**config.mk**
```make
export PLATFORM = sky130hd
export DESIGN_NAME = permutation_sequencer
export DESIGN_NICKNAME = d
export VERILOG_FILES = /design/src/rtl/perm_pkg.sv /design/src/rtl/permutation_sequencer.sv
export SDC_FILE = /design/constraint.sdc
export NUM_CORES = 1
export LEC_CHECK = 0
export BUFFER_PORTS_ARGS = -buffer_cell sky130_fd_sc_hd__buf_2
export CORE_MARGIN = 1.5
export CORE_UTILIZATION = 55
export CTS_BUF_LIST = sky130_fd_sc_hd__clkbuf_8
export DETAILED_ROUTE_END_ITERATION = 8
export PLACE_DENSITY = 0.86
export SLEW_MARGIN = 30
export SYNTH_ARGS = -nofsm -noshare
export SYNTH_HDL_FRONTEND = slang
export SYNTH_SLANG_ARGS = --single-unit
```
**constraint.sdc**
```tcl
create_clock -name clk -period 2.8 [get_ports clk]
set_input_delay 0.42 -clock clk [delete_from_list [all_inputs] [get_ports clk]]
set_output_delay 0.42 -clock clk [all_outputs]
set_load 0.1 [all_outputs]
```
**src/rtl/perm_pkg.sv**
```systemverilog
// Shared constants and state type for the sponge permutation sequencer.
package perm_pkg;

    localparam int unsigned CTR_W      = 5;
    localparam int unsigned MAX_ROUNDS = 12;

    localparam int unsigned ROUNDS_12 = 12;
    localparam int unsigned ROUNDS_8  = 8;
    localparam int unsigned ROUNDS_6  = 6;

    typedef enum logic [1:0] {
        IDLE = 2'd0,
        RUN  = 2'd1,
        DONE = 2'd2
    } perm_seq_state_t;

endpackage

```
**src/rtl/permutation_sequencer.sv**
```systemverilog
// Initiator-side permutation sequencer: accepts round requests, drives the run and completion pulse.
// Optional counter cross-check built when PERM_SEQ_COUNTER_CHECK_EN is defined.
module permutation_sequencer #(
    parameter int unsigned CTR_W      = perm_pkg::CTR_W,
    parameter int unsigned MAX_ROUNDS = perm_pkg::MAX_ROUNDS
) (
    input  logic             clk,
    input  logic             rst,
    input  logic             req_valid,
    output logic             req_ready,
    input  logic [CTR_W-1:0] req_rounds,
    input  logic             abort,
    input  logic [CTR_W-1:0] counter,
    output logic             permutation_start,
    output logic             permutation_ready,
    output logic             round_en,
    output logic [CTR_W-1:0] round_idx,
    output logic             busy,
    output logic             err
);
    import perm_pkg::*;

    perm_seq_state_t  state;
    logic [CTR_W-1:0] rounds_q;
    logic [CTR_W-1:0] rounds_sat;
    logic             accept;

    assign req_ready = (state == IDLE);
    assign busy      = (state != IDLE);
    assign accept    = req_valid && req_ready;

    always_comb begin
        rounds_sat = req_rounds;
        if (req_rounds > CTR_W'(MAX_ROUNDS)) rounds_sat = CTR_W'(MAX_ROUNDS);
    end

    // Offset so the final round always uses constant index MAX_ROUNDS-1.
    always_comb begin
        round_idx = '0;
        if (round_en) round_idx = CTR_W'(MAX_ROUNDS) - rounds_q + counter;
    end

    always_ff @(posedge clk or negedge rst) begin
        if (!rst) begin
            state             <= IDLE;
            rounds_q          <= '0;
            permutation_start <= 1'b0;
            permutation_ready <= 1'b0;
            round_en          <= 1'b0;
        end else begin
            case (state)
                IDLE: begin
                    permutation_ready <= 1'b0;
                    if (accept) begin
                        rounds_q <= rounds_sat;
                        if (rounds_sat == '0) begin
                            state             <= DONE;
                            permutation_ready <= 1'b1;
                        end else begin
                            state             <= RUN;
                            permutation_start <= 1'b1;
                            round_en          <= 1'b1;
                        end
                    end
                end
                RUN: begin
                    if (abort) begin
                        state             <= IDLE;
                        permutation_start <= 1'b0;
                        round_en          <= 1'b0;
                    end else if (counter == rounds_q - CTR_W'(1)) begin
                        state             <= DONE;
                        permutation_start <= 1'b0;
                        round_en          <= 1'b0;
                        permutation_ready <= 1'b1;
                    end
                end
                DONE: begin
                    state             <= IDLE;
                    permutation_ready <= 1'b0;
                end
                default: begin
                    state             <= IDLE;
                    permutation_start <= 1'b0;
                    permutation_ready <= 1'b0;
                    round_en          <= 1'b0;
                end
            endcase
        end
    end

`ifdef PERM_SEQ_COUNTER_CHECK_EN
    logic [CTR_W-1:0] shadow;

    always_ff @(posedge clk or negedge rst) begin
        if (!rst) begin
            shadow <= '0;
            err    <= 1'b0;
        end else begin
            if (accept)
                shadow <= '0;
            else if (state == RUN)
                shadow <= shadow + CTR_W'(1);
            if ((state == RUN && counter != shadow) || (state == IDLE && counter != '0))
                err <= 1'b1;
        end
    end
`else
    assign err = 1'b0;
`endif

endmodule

```
-- Yosys cells after proc, flatten, opt, wreduce, memory -nomap -nowiden
Cells that the tools add are included.
Widths: inputs -> output; s select.
- logic and storage cells: 42
- input bits: 14
- output and inout bits: 11
- register bits: 9
- equality and inequality tests: 8
- $add $sub $neg: 3
- reduce and logical (&&, ||, !) cells: 8
- multiplexer cells: 17
- bitwise gates (word level): 1
- magnitude comparators: 1
- operator list (kind ; number):
    $mux 5 ; 2
    $mux 1 ; 8
    $mux 2 ; 4
    $ne 2x2->1 const B ; 3
    $reduce_and 2->1 ; 3
    $add 5x5->5 ; 1
    $eq 5x5->1 ; 1
    $gt 5x4->1 const B ; 1
    $logic_not 5->1 ; 1
    $sub 4x5->5 const A ; 1
    $sub 5x1->5 const B ; 1
    $pmux 2 s2 ; 1
    $reduce_and 4->1 ; 1
    $ne 3x3->1 const B ; 1
    $pmux 1 s3 ; 1
    $eq 2x1->1 const B ; 1
    $eq 2x2->1 const B ; 1
    $logic_not 2->1 ; 1
    $ne 2x1->1 const B ; 1
    $pmux 1 s2 ; 1
    $reduce_bool 2->1 ; 1
    $logic_and 1x1->1 ; 1
    $not 1->1 ; 1

-- Logic depth before layout (Yosys ltp)
Gate-level depths: netlist of run 1.
- depth in word-level cells: 6
- gate-level depth with buffers: 8
- gate-level depth less buffers: 8

-- Least setup slack after synthesis of run 1
No wires, ideal clock.
- path kind: reg2out
- start: register state[1]
- end: output port busy
- path slack: -0.326 ns
- arrival time: 2.706 ns
- buffers on the path: 0
- stages on the path, launching flop included: 3
- data required time: 2.380 ns
- path through: dfrtp_1 > nor2_1 > inv_1
- word-level cells in the longest chain between the ends: 1
- ends and longest elaborated chain (item ; line ; RTL):
    from (decl) ; permutation_sequencer.sv:23 ; perm_seq_state_t state;
    from (signal assigned) ; permutation_sequencer.sv:45 ; state <= IDLE;
    from (signal assigned) ; permutation_sequencer.sv:57 ; state <= DONE;
    from (signal assigned) ; permutation_sequencer.sv:60 ; state <= RUN;
    $reduce_bool 2->1 ; permutation_sequencer.sv:29 ; assign busy = (state != IDLE);
    to (decl) ; permutation_sequencer.sv:18 ; output logic busy,
Every way passes these cells.

-- Worst setup path in the final report of run 1
- start: register rounds_q[2]
- end: output port round_idx[4]
- word-level cells in the longest chain between the ends: 3
- ends and longest elaborated chain (item ; line ; RTL):
    from (decl) ; permutation_sequencer.sv:24 ; logic [CTR_W-1:0] rounds_q;
    from (signal assigned) ; permutation_sequencer.sv:55 ; rounds_q <= rounds_sat;
    $sub 4x5->5 ; permutation_sequencer.sv:40 ; if (round_en) round_idx = CTR_W'(MAX_ROUNDS) - rounds_q + counter;
    $add 5x5->5 ; permutation_sequencer.sv:40 ;
    $mux 5 ; permutation_sequencer.sv:40 ;
    to (decl) ; permutation_sequencer.sv:17 ; output logic [CTR_W-1:0] round_idx,
Every way passes these cells.

==> reports/qor.txt, run 1 <==
=================================================================================
Total of flip-flops plus latches after synthesis ...................            9
Arrival @ worst endpoint ...........................................      2.19 ns
CP delay by family, top ............................................  adder cells
Routed wire per std cell ...........................................      13.0 um
Cell Count Post-Placement ..........................................          117
Placer Congestion ..................................................        0.725
First-pass GRT wire length .........................................      2490 um
Starting Density ...................................................        58.1%
Post-CTS Hold Buffers ..............................................            0
Post-route clock period utilization ................................        93.1%
Simple-gate share of the synthesized area ..........................        18.6%
Die Ht .............................................................      39.9 um
Diodes inserted ....................................................            0
Number of post-CTS setup repair buffers ............................            0
Average cell area after synthesis ..................................     9.22 um2
Startpoint Class ...................................................         flop
Final standard cell count with taps included and fillers excluded ..          121
Largest net degree at the start of global routing ..................           10
Number of nets in the layout .......................................          130
Setup repair after global routing missed its margin ................        false
Met2 capacity usage during global routing ..........................        46.7%
Clock tree root buffer cell ........................................ sky130_fd_sc_hd__clkbuf_8
ANT nets after route ...............................................            0
Category of the most critical setup path ........................... flop to output pin
Number of design rule violations left after detail routing .........            0
Commonest non-fill, non-tap cell in the layout ..................... sky130_fd_sc_hd__buf_2
Global routing's busiest layer .....................................         met2
Clock transition at the registers of the reported paths ............      0.04 ns
Element type at the critical path end ..............................   output pin
Worst-Skew Late Latency ............................................      0.23 ns
CP most frequent cell .............................................. sky130_fd_sc_hd__ha_1
Clock net sink count ...............................................            9
Synth top area share ...............................................        30.2%
Number of nets in the synthesized netlist ..........................          104
Fraction of layout instances using a drive strength above 1 ........        29.2%
Post-placement setup slack .........................................     0.286 ns
Total stage count of the critical path .............................            8
Number of distinct library cells after synthesis ...................           27
Final worst hold slack .............................................    0.0290 ns
Fill cell instance count of the final layout .......................           96
Via count of the first global-routing pass .........................          629
Class of the worst hold path ....................................... input port to async pin
Status ............................................................. finished, final reports clean
Detailed-placement wirelength estimate .............................      1270 um
Number of buffers added on ports ...................................           23
Die area ...........................................................  0.00159 mm2
Overall global routing resource usage ..............................        24.8%
Cells taking the most area after synthesis ......................... sky130_fd_sc_hd__dfrtp_1 (30%), sky130_fd_sc_hd__ha_1 (13%), sky130_fd_sc_hd__inv_1 (5.5%), sky130_fd_sc_hd__and2_1 (5.0%), sky130_fd_sc_hd__xor2_1 (4.7%)
Initial antenna violation count ....................................            0
Pre-Repair DR Iteration Count ......................................            4
TritonCTS clock tree ...............................................        built
Worst path required time ...........................................      2.38 ns
Max_cap viols ......................................................            0
Htree depth ........................................................            1
Worst clock skew on the final layout ...............................   0.00201 ns
Overflow after GRT .................................................            0
Row Count ..........................................................           13
Clock tree buffer depth ............................................            2
Post-synthesis mux area share ......................................           0%
Dominant combinational cell family by area after synthesis ......... simple AND/OR/NAND/NOR gates
Cells after Synth ..................................................           81
Post-synthesis compound-gate area fraction .........................        16.8%
Met1 Track Usage GR ................................................        24.8%
Post-DR vias/cell ..................................................         5.53
Number of gates resized after CTS ..................................            0
Commonest cells after routing, fill and taps aside ................. sky130_fd_sc_hd__buf_2 (20), sky130_fd_sc_hd__inv_1 (12), sky130_fd_sc_hd__dfrtp_1 (9)
Max-slew violations ................................................            0
Post-synthesis cell area ...........................................      747 um2
Fin worst setup slack ..............................................     0.192 ns
Global Route met3 Usage ............................................        3.41%
Cell breakdown of the critical path ................................ ha_1 -> inv_1 -> ha_1 -> a21o_1 -> a21oi_1 -> xnor2_1 -> and2_1 -> buf_12
Number of buffer and inverter instances along the worst setup path .            2
Total number of vias ...............................................          669
Violation count after the first detailed-route iteration ...........           14
Total core area ....................................................  0.00128 mm2
Number of buffers added by the clock tree synthesis step ...........            3
Horizontal die dimension ...........................................      39.9 um
Count of yosys warnings during synthesis ...........................            0
Adder-cell share of the synthesized area ...........................        16.1%
Sequential area share after synthesis ..............................        30.2%
# IOs ..............................................................           25
Setup_tns ..........................................................         0 ns
Total Routed Length ................................................      1570 um
Area leader, netlist ............................................... sky130_fd_sc_hd__dfrtp_1
Cell type of the slowest stage on the worst timing path ............ sky130_fd_sc_hd__dfrtp_1
Time the worst path needs with I/O delays and setup ................      2.61 ns
Worst-path fanout max ..............................................            7
P&R area growth vs syn .............................................        28.6%
Final count of hold timing violations ..............................            0
Max Freq ...........................................................      383 MHz
Final setup violation count ........................................            0
Worst reg2reg path depth ...........................................            6
Crit-path max cell delay ...........................................      0.44 ns
Post-synthesis xor/xnor area fraction ..............................        10.4%
=================================================================================
cells in the mapped netlist:
cell,number
sky130_fd_sc_hd__o41ai_2,1
sky130_fd_sc_hd__a21o_1,2
sky130_fd_sc_hd__fa_1,1
sky130_fd_sc_hd__o21ai_1,1
sky130_fd_sc_hd__buf_4,2
sky130_fd_sc_hd__nand3b_1,1
sky130_fd_sc_hd__ha_1,8
sky130_fd_sc_hd__nand4bb_1,1
sky130_fd_sc_hd__xor2_1,4
sky130_fd_sc_hd__xnor2_1,3
sky130_fd_sc_hd__nor2_1,9
sky130_fd_sc_hd__a21oi_1,2
sky130_fd_sc_hd__a221o_1,1
sky130_fd_sc_hd__a21boi_1,1
sky130_fd_sc_hd__a22oi_1,1
sky130_fd_sc_hd__nor2b_1,1
sky130_fd_sc_hd__or2b_1,1
sky130_fd_sc_hd__a211oi_1,2
sky130_fd_sc_hd__and2_1,6
sky130_fd_sc_hd__dfrtp_1,9
sky130_fd_sc_hd__nand2_1,4
sky130_fd_sc_hd__o311a_4,1
sky130_fd_sc_hd__nor3_1,4
sky130_fd_sc_hd__a22o_1,2
sky130_fd_sc_hd__xor2_2,1
sky130_fd_sc_hd__inv_1,11
sky130_fd_sc_hd__conb_1,1
layout make-up:
class / instances / area [um2] / share of cell area (%)
Timing Repair Buffer: 23 / 160 / 16.7
Clock inverter: 1 / 3.75 / 0.391
Sequential cell: 9 / 225 / 23.4
Tap cell: 15 / 18.8 / 1.95
Clock buffer: 3 / 41.3 / 4.30
Inverter: 11 / 41.3 / 4.30
Multi-Input combinational cell: 59 / 470 / 49.0
worst paths after layout:
kind	endpoint	startpoint	slack, ns
setup / recovery	round_idx[4]	rounds_q[2]$_DFFE_PN0P_	0.19
hold / removal	permutation_ready$_DFFE_PN0P_	rst	0.03
setup reg to reg	permutation_ready$_DFFE_PN0P_	rounds_q[0]$_DFFE_PN0P_	1.11
hold reg to reg	permutation_ready$_DFFE_PN0P_	permutation_ready$_DFFE_PN0P_	0.50
max in group asynchronous	rounds_q[3]$_DFFE_PN0P_	rst	2.59
min in group clk	state[0]$_DFFE_PN0P_	abort	0.41
registers in the layout, indices dropped and copies added (netlist names):
signal and count:
permutation_ready 1, round_en 1, rounds_q 5, state 2
routing by layer:
metal | vias up | routed length [um]
met5 | - | 0
met4 | 0 | 46
met3 | 7 | 62
li1 | 317 | -
met1 | 318 | 597
met2 | 27 | 863
metrics by stage:
stage | util [%] | cell area (um2)
global placement | 71.3 | 916
global route | 74.8 | 961
finish | 74.8 | 961
floorplan | - | 752
CTS | 74.8 | 961
detailed placement | 71.3 | 916
logic make-up after synthesis:
group,count (synthesis)
AO/OA/AOI/OAI,14
XOR/XNOR,8
adder cells (fa/ha/maj),9
buffers and inverters,13
flip-flops,9
other,1
AND/OR/NAND/NOR,27
Power of run 1 is not shown: default switching activity piles up to over one toggle a cycle in this logic, so the estimate is an artifact.
==> run 2, diff against run 1 <==
--- a/config.mk
+++ b/config.mk
@@ -7,10 +7,10 @@
 export LEC_CHECK = 0
 export BUFFER_PORTS_ARGS = -buffer_cell sky130_fd_sc_hd__buf_2
 export CORE_MARGIN = 1.5
-export CORE_UTILIZATION = 55
+export CORE_UTILIZATION = 40
 export CTS_BUF_LIST = sky130_fd_sc_hd__clkbuf_8
 export DETAILED_ROUTE_END_ITERATION = 8
-export PLACE_DENSITY = 0.86
+export PLACE_DENSITY = 0.66
 export SLEW_MARGIN = 30
 export SYNTH_ARGS = -nofsm -noshare
 export SYNTH_HDL_FRONTEND = slang
==> reports/qor.txt, run 2 (synthesized netlist as in run 1, its figures left out) <==
==========================================================================
Status ...................................................... finished, final reports clean
Setup repair after global routing missed its margin .........        false
Row Count ...................................................           15   +2
Max_cap viols ...............................................            0   unchanged
Number of flip-flops under the largest register name ........            5   unchanged
P&R area growth vs syn ......................................        30.3%
ANT nets after route ........................................            0   unchanged
Fill cell instance count of the final layout ................          177   +84%
Via count of the first global-routing pass ..................          620   -1.4%
Overall global routing resource usage .......................        16.1%   -8.7 points
Pre-Repair DR Iteration Count ...............................            4   unchanged
TritonCTS clock tree ........................................        built
Post-DR vias/cell ...........................................         4.76   -14%
Die area ....................................................  0.00214 mm2   +34%
Starting Density ............................................        42.8%   -15 points
Cell Area, Placed ...........................................      928 um2   +1.4%
Class of the worst hold path ................................ input port to async pin
Max Freq ....................................................      390 MHz   +1.7%
Number of gates resized after CTS ...........................            0   unchanged
Commonest cells after routing, fill and taps aside .......... sky130_fd_sc_hd__buf_2 (20), sky130_fd_sc_hd__inv_1 (12), sky130_fd_sc_hd__dfrtp_1 (9)
Total Routed Length .........................................      1430 um   -9.1%
Worst path required time ....................................      2.38 ns   about the same
Diodes inserted .............................................            0   unchanged
Post-route clock period utilization .........................        91.6%   -1.6 points
Element type at the critical path end .......................   output pin
Leading registers by flop count ............................. rounds_q x5, state x2
Clock tree buffer depth .....................................            2   unchanged
Total number of vias ........................................          623   -6.9%
Fraction of layout instances using a drive strength above 1 .        29.2%   unchanged
Placer Congestion ...........................................        0.782   +7.8%
Clock tree root buffer cell ................................. sky130_fd_sc_hd__clkbuf_8
Max-slew violations .........................................            0   unchanged
Largest net degree at the start of global routing ...........           10   unchanged
Time the worst path needs with I/O delays and setup .........      2.56 ns   -0.0444 ns
Final instance area .........................................      973 um2   +1.3%
Post-CTS Hold Buffers .......................................            0   unchanged
Final setup violation count .................................            0   unchanged
Worst clock skew on the final layout ........................   0.00234 ns   +0.000334 ns
Violation count after the first detailed-route iteration ....            3   -11
Arrival @ worst endpoint ....................................      2.14 ns   -0.05 ns
Initial antenna violation count .............................            0   unchanged
First-pass GRT wire length ..................................      2440 um   -2.2%
Startpoint Class ............................................         flop
Register bank with the most flops ...........................     rounds_q
Worst-Skew Late Latency .....................................      0.23 ns   about the same
Number of design rule violations left after detail routing ..            0   unchanged
Area taken by multi-input logic gates .......................      470 um2   unchanged
Setup_tns ...................................................         0 ns   unchanged
# IOs .......................................................           25   unchanged
Category of the most critical setup path .................... flop to output pin
Final count of hold timing violations .......................            0   unchanged
Detailed-placement wirelength estimate ......................      1210 um   -4.7%
Htree depth .................................................            1   unchanged
Clock transition at the registers of the reported paths .....      0.04 ns   about the same
Number of post-CTS setup repair buffers .....................            0   unchanged
Total core area .............................................  0.00175 mm2   +36%
Area occupied by registers ..................................      225 um2   unchanged
Horizontal die dimension ....................................      46.2 um   +16%
Worst-path fanout max .......................................            7   unchanged
Clock net sink count ........................................            9   unchanged
Number of nets in the layout ................................          130   unchanged
Overflow after GRT ..........................................            0   unchanged
Commonest non-fill, non-tap cell in the layout .............. sky130_fd_sc_hd__buf_2
Routed wire per std cell ....................................      10.9 um   -16%
Number of buffers added by the clock tree synthesis step ....            3   unchanged
Die Ht ......................................................      46.2 um   +16%
Number of buffers added on ports ............................           23   unchanged
==========================================================================
## run 2: cell counts in the layout (fill, tap and decap cells not counted)
Identical to the previous run, type by type.
## run 2: area by class of cell
| type | count | area share (%) |
|---|---|---|
| multi-input cells | 59 | 48.3 |
| flip-flops and latches | 9 | 23.1 |
| repair buffers | 23 | 16.5 |
| clock buffers | 3 | 4.24 |
| inverters | 11 | 4.24 |
| well taps | 25 | 3.21 |
| clock inverters | 1 | 0.386 |
## run 2: metrics by stage
step,util (%),instances,worst slack [ns],hold WS (ns)
CTS,55.8,131,0.206,0.0351
floorplan,-,81,0.150,0.124
finish,55.8,131,0.236,0.0345
global route,55.8,131,0.0923,0.0366
global placement,53.2,127,0.332,0.279
detailed placement,53.2,127,0.309,0.281
## run 2: layer usage
metal  wire (um)  up-vias  GRT usage [%]
met5           0        -              0
met2         688       23           28.1
li1            -      323              -
met4          22        0           8.57
met1         644      273           18.8
met3          71        4           2.35
## run 2: worst paths after layout
| kind | from | to | slack [ns] | depth (start not counted) |
|---|---|---|---|---|
| min | rst | permutation_ready$_DFFE_PN0P_ | 0.03 | 1 |
| min reg2reg | permutation_ready$_DFFE_PN0P_ | permutation_ready$_DFFE_PN0P_ | 0.50 | 1 |
| max | rounds_q[2]$_DFFE_PN0P_ | round_idx[4] | 0.24 | 8 |
| max in group asynchronous | rst | rounds_q[2]$_DFFE_PN0P_ | 2.58 | 1 |
| min in group clk | abort | state[0]$_DFFE_PN0P_ | 0.41 | 2 |
| max reg2reg | rounds_q[0]$_DFFE_PN0P_ | permutation_ready$_DFFE_PN0P_ | 1.14 | 6 |
## run 2: critical path: stages (launching register included)
cell                      delay (ns)
sky130_fd_sc_hd__dfrtp_1        0.44
sky130_fd_sc_hd__ha_1           0.31
sky130_fd_sc_hd__inv_1          0.07
sky130_fd_sc_hd__ha_1           0.29
sky130_fd_sc_hd__a21o_1         0.15
sky130_fd_sc_hd__a21oi_1        0.17
sky130_fd_sc_hd__xnor2_1        0.12
sky130_fd_sc_hd__and2_1         0.19
sky130_fd_sc_hd__buf_12         0.18
Power of run 2 is left out for the same reason.
==> run 3, diff against run 2 <==
--- a/config.mk
+++ b/config.mk
@@ -6,11 +6,11 @@
 export NUM_CORES = 1
 export LEC_CHECK = 0
 export BUFFER_PORTS_ARGS = -buffer_cell sky130_fd_sc_hd__buf_2
-export CORE_MARGIN = 1.5
-export CORE_UTILIZATION = 40
+export CORE_MARGIN = 2
+export CORE_UTILIZATION = 55
 export CTS_BUF_LIST = sky130_fd_sc_hd__clkbuf_8
 export DETAILED_ROUTE_END_ITERATION = 8
-export PLACE_DENSITY = 0.66
+export PLACE_DENSITY = 0.86
 export SLEW_MARGIN = 30
 export SYNTH_ARGS = -nofsm -noshare
 export SYNTH_HDL_FRONTEND = slang
==> reports/qor.txt, run 3 (synthesized netlist as in run 1, its figures left out) <==
=================================================================================
Status ............................................................. finished, final reports clean
Worst-Skew Late Latency ............................................      0.24 ns   about the same
Final count of hold timing violations ..............................            0   unchanged
Final setup violation count ........................................            0   unchanged
Violation count after the first detailed-route iteration ...........            8   +5
Max-slew violations ................................................            0   unchanged
Commonest non-fill, non-tap cell in the layout ..................... sky130_fd_sc_hd__buf_2
Worst reg2reg path depth ...........................................            6   unchanged
Reg2reg start ...................................................... rounds_q[0]$_DFFE_PN0P_
Via count of the first global-routing pass .........................          526   -15%
Post-route clock period utilization ................................        93.7%   +2.1 points
Worst setup slack for register-to-register paths ...................      1.12 ns   -0.02 ns
Crit Reg-Reg Endpoint .............................................. permutation_ready$_DFFE_PN0P_
TritonCTS clock tree ...............................................        built
# IOs ..............................................................           25   unchanged
Number of buffers added by the clock tree synthesis step ...........            3   unchanged
Leading registers by flop count .................................... rounds_q x5, state x2
Routed wire per std cell ...........................................      11.7 um   +7.1%
Largest net degree at the start of global routing ..................           10   unchanged
Clock tree buffer depth ............................................            2   unchanged
Horizontal die dimension ...........................................      40.9 um   -12%
Setup_tns ..........................................................         0 ns   unchanged
Cell type of the slowest stage on the worst timing path ............ sky130_fd_sc_hd__dfrtp_1
Pre-Repair DR Iteration Count ......................................            4   unchanged
Time the worst path needs with I/O delays and setup ................      2.62 ns   +0.0596 ns
Number of gates resized after CTS ..................................            0   unchanged
Die area ...........................................................  0.00167 mm2   -22%
Category of the most critical setup path ........................... flop to output pin
Row Count ..........................................................           13   -2
Placer Congestion ..................................................        0.730   -6.6%
Number of nets in the layout .......................................          130   unchanged
Element type at the critical path end ..............................   output pin
Max_cap viols ......................................................            0   unchanged
Startpoint Class ...................................................         flop
ANT nets after route ...............................................            0   unchanged
Post-DR vias/cell ..................................................         5.19   +9.1%
Total Routed Length ................................................      1410 um   -1.1%
Register bank with the most flops ..................................     rounds_q
Clock transition at the registers of the reported paths ............      0.05 ns   about the same
Total core area ....................................................  0.00128 mm2   -26%
Htree depth ........................................................            1   unchanged
Overflow after GRT .................................................            0   unchanged
Detailed-placement wirelength estimate .............................      1180 um   -2.1%
Cell breakdown of the critical path ................................ ha_1 -> inv_1 -> ha_1 -> a21o_1 -> a21oi_1 -> xnor2_1 -> and2_1 -> buf_12
Starting Density ...................................................        58.1%   +15 points
CP most frequent cell .............................................. sky130_fd_sc_hd__ha_1
Clock tree root buffer cell ........................................ sky130_fd_sc_hd__clkbuf_8
Worst path required time ...........................................      2.38 ns   about the same
Number of buffer and inverter instances along the worst setup path .            2   unchanged
Diodes inserted ....................................................            0   unchanged
Number of post-CTS setup repair buffers ............................            0   unchanged
Overall global routing resource usage ..............................        20.7%   +4.6 points
Post-CTS Hold Buffers ..............................................            0   unchanged
Number of design rule violations left after detail routing .........            0   unchanged
Fraction of layout instances using a drive strength above 1 ........        29.2%   unchanged
Crit-path max cell delay ...........................................      0.44 ns   about the same
Clock net sink count ...............................................            9   unchanged
Number of flip-flops under the largest register name ...............            5   unchanged
Class of the worst hold path ....................................... input port to async pin
Initial antenna violation count ....................................            0   unchanged
Die Ht .............................................................      40.9 um   -12%
Number of buffers added on ports ...................................           23   unchanged
Arrival @ worst endpoint ...........................................      2.20 ns   +0.06 ns
Max Freq ...........................................................      381 MHz   -2.3%
First-pass GRT wire length .........................................      2210 um   -9.1%
Setup repair after global routing missed its margin ................        false
Commonest cells after routing, fill and taps aside ................. sky130_fd_sc_hd__buf_2 (20), sky130_fd_sc_hd__inv_1 (12), sky130_fd_sc_hd__dfrtp_1 (9)
Total number of vias ...............................................          628   +0.80%
P&R area growth vs syn .............................................        28.6%
Worst clock skew on the final layout ...............................   0.00530 ns   +0.00296 ns
CP delay by family, top ............................................  adder cells
Worst-path fanout max ..............................................            7   unchanged
=================================================================================
-- run 3: cell counts in the layout (fill, tap and decap cells not counted) --
No cell type changed its count.
-- run 3: final cells by class --
cell class                      count  area, um2
Clock buffer                        3       41.3
Clock inverter                      1       3.75
Fill cell                          94        324
Inverter                           11       41.3
Multi-Input combinational cell     59        470
Sequential cell                     9        225
Tap cell                           15       18.8
Timing Repair Buffer               23        160
-- run 3: routing by layer --
layer | GRT usage [%] | part of all wire [%] | vias up | wire (um)
met5 | 0 | 0 | - | 0
met2 | 36.3 | 50 | 24 | 709
li1 | - | - | 323 | -
met3 | 4.89 | 5.5 | 4 | 78
met4 | 7.50 | 2.0 | 0 | 28
met1 | 24.1 | 42 | 277 | 597
-- run 3: worst max path at each step --
stage,start,endpoint,slack [ns],cells after the start
floorplan,counter[1],round_idx[3],0.15,5
global placement,counter[2],round_idx[4],0.37,10
detailed placement,counter[2],round_idx[4],0.26,10
CTS,rounds_q[2]$_DFFE_PN0P_,round_idx[4],0.16,8
global route,rounds_q[2]$_DFFE_PN0P_,round_idx[4],0.08,8
finish,rounds_q[2]$_DFFE_PN0P_,round_idx[4],0.18,8
-- run 3: stage by stage --
stage | hold slack (ns) | cell area, um2 | util (%) | std cells | worst slack (ns)
after detailed placement | 0.282 | 916 | 71.3 | 117 | 0.264
after global placement | 0.280 | 916 | 71.3 | 117 | 0.367
after global routing | 0.0349 | 961 | 74.8 | 121 | 0.0801
after floorplan | 0.124 | 752 | - | 81 | 0.150
final | 0.0238 | 961 | 74.8 | 121 | 0.177
after CTS | 0.0280 | 961 | 74.8 | 121 | 0.157
Power of run 3 is left out for the same reason.
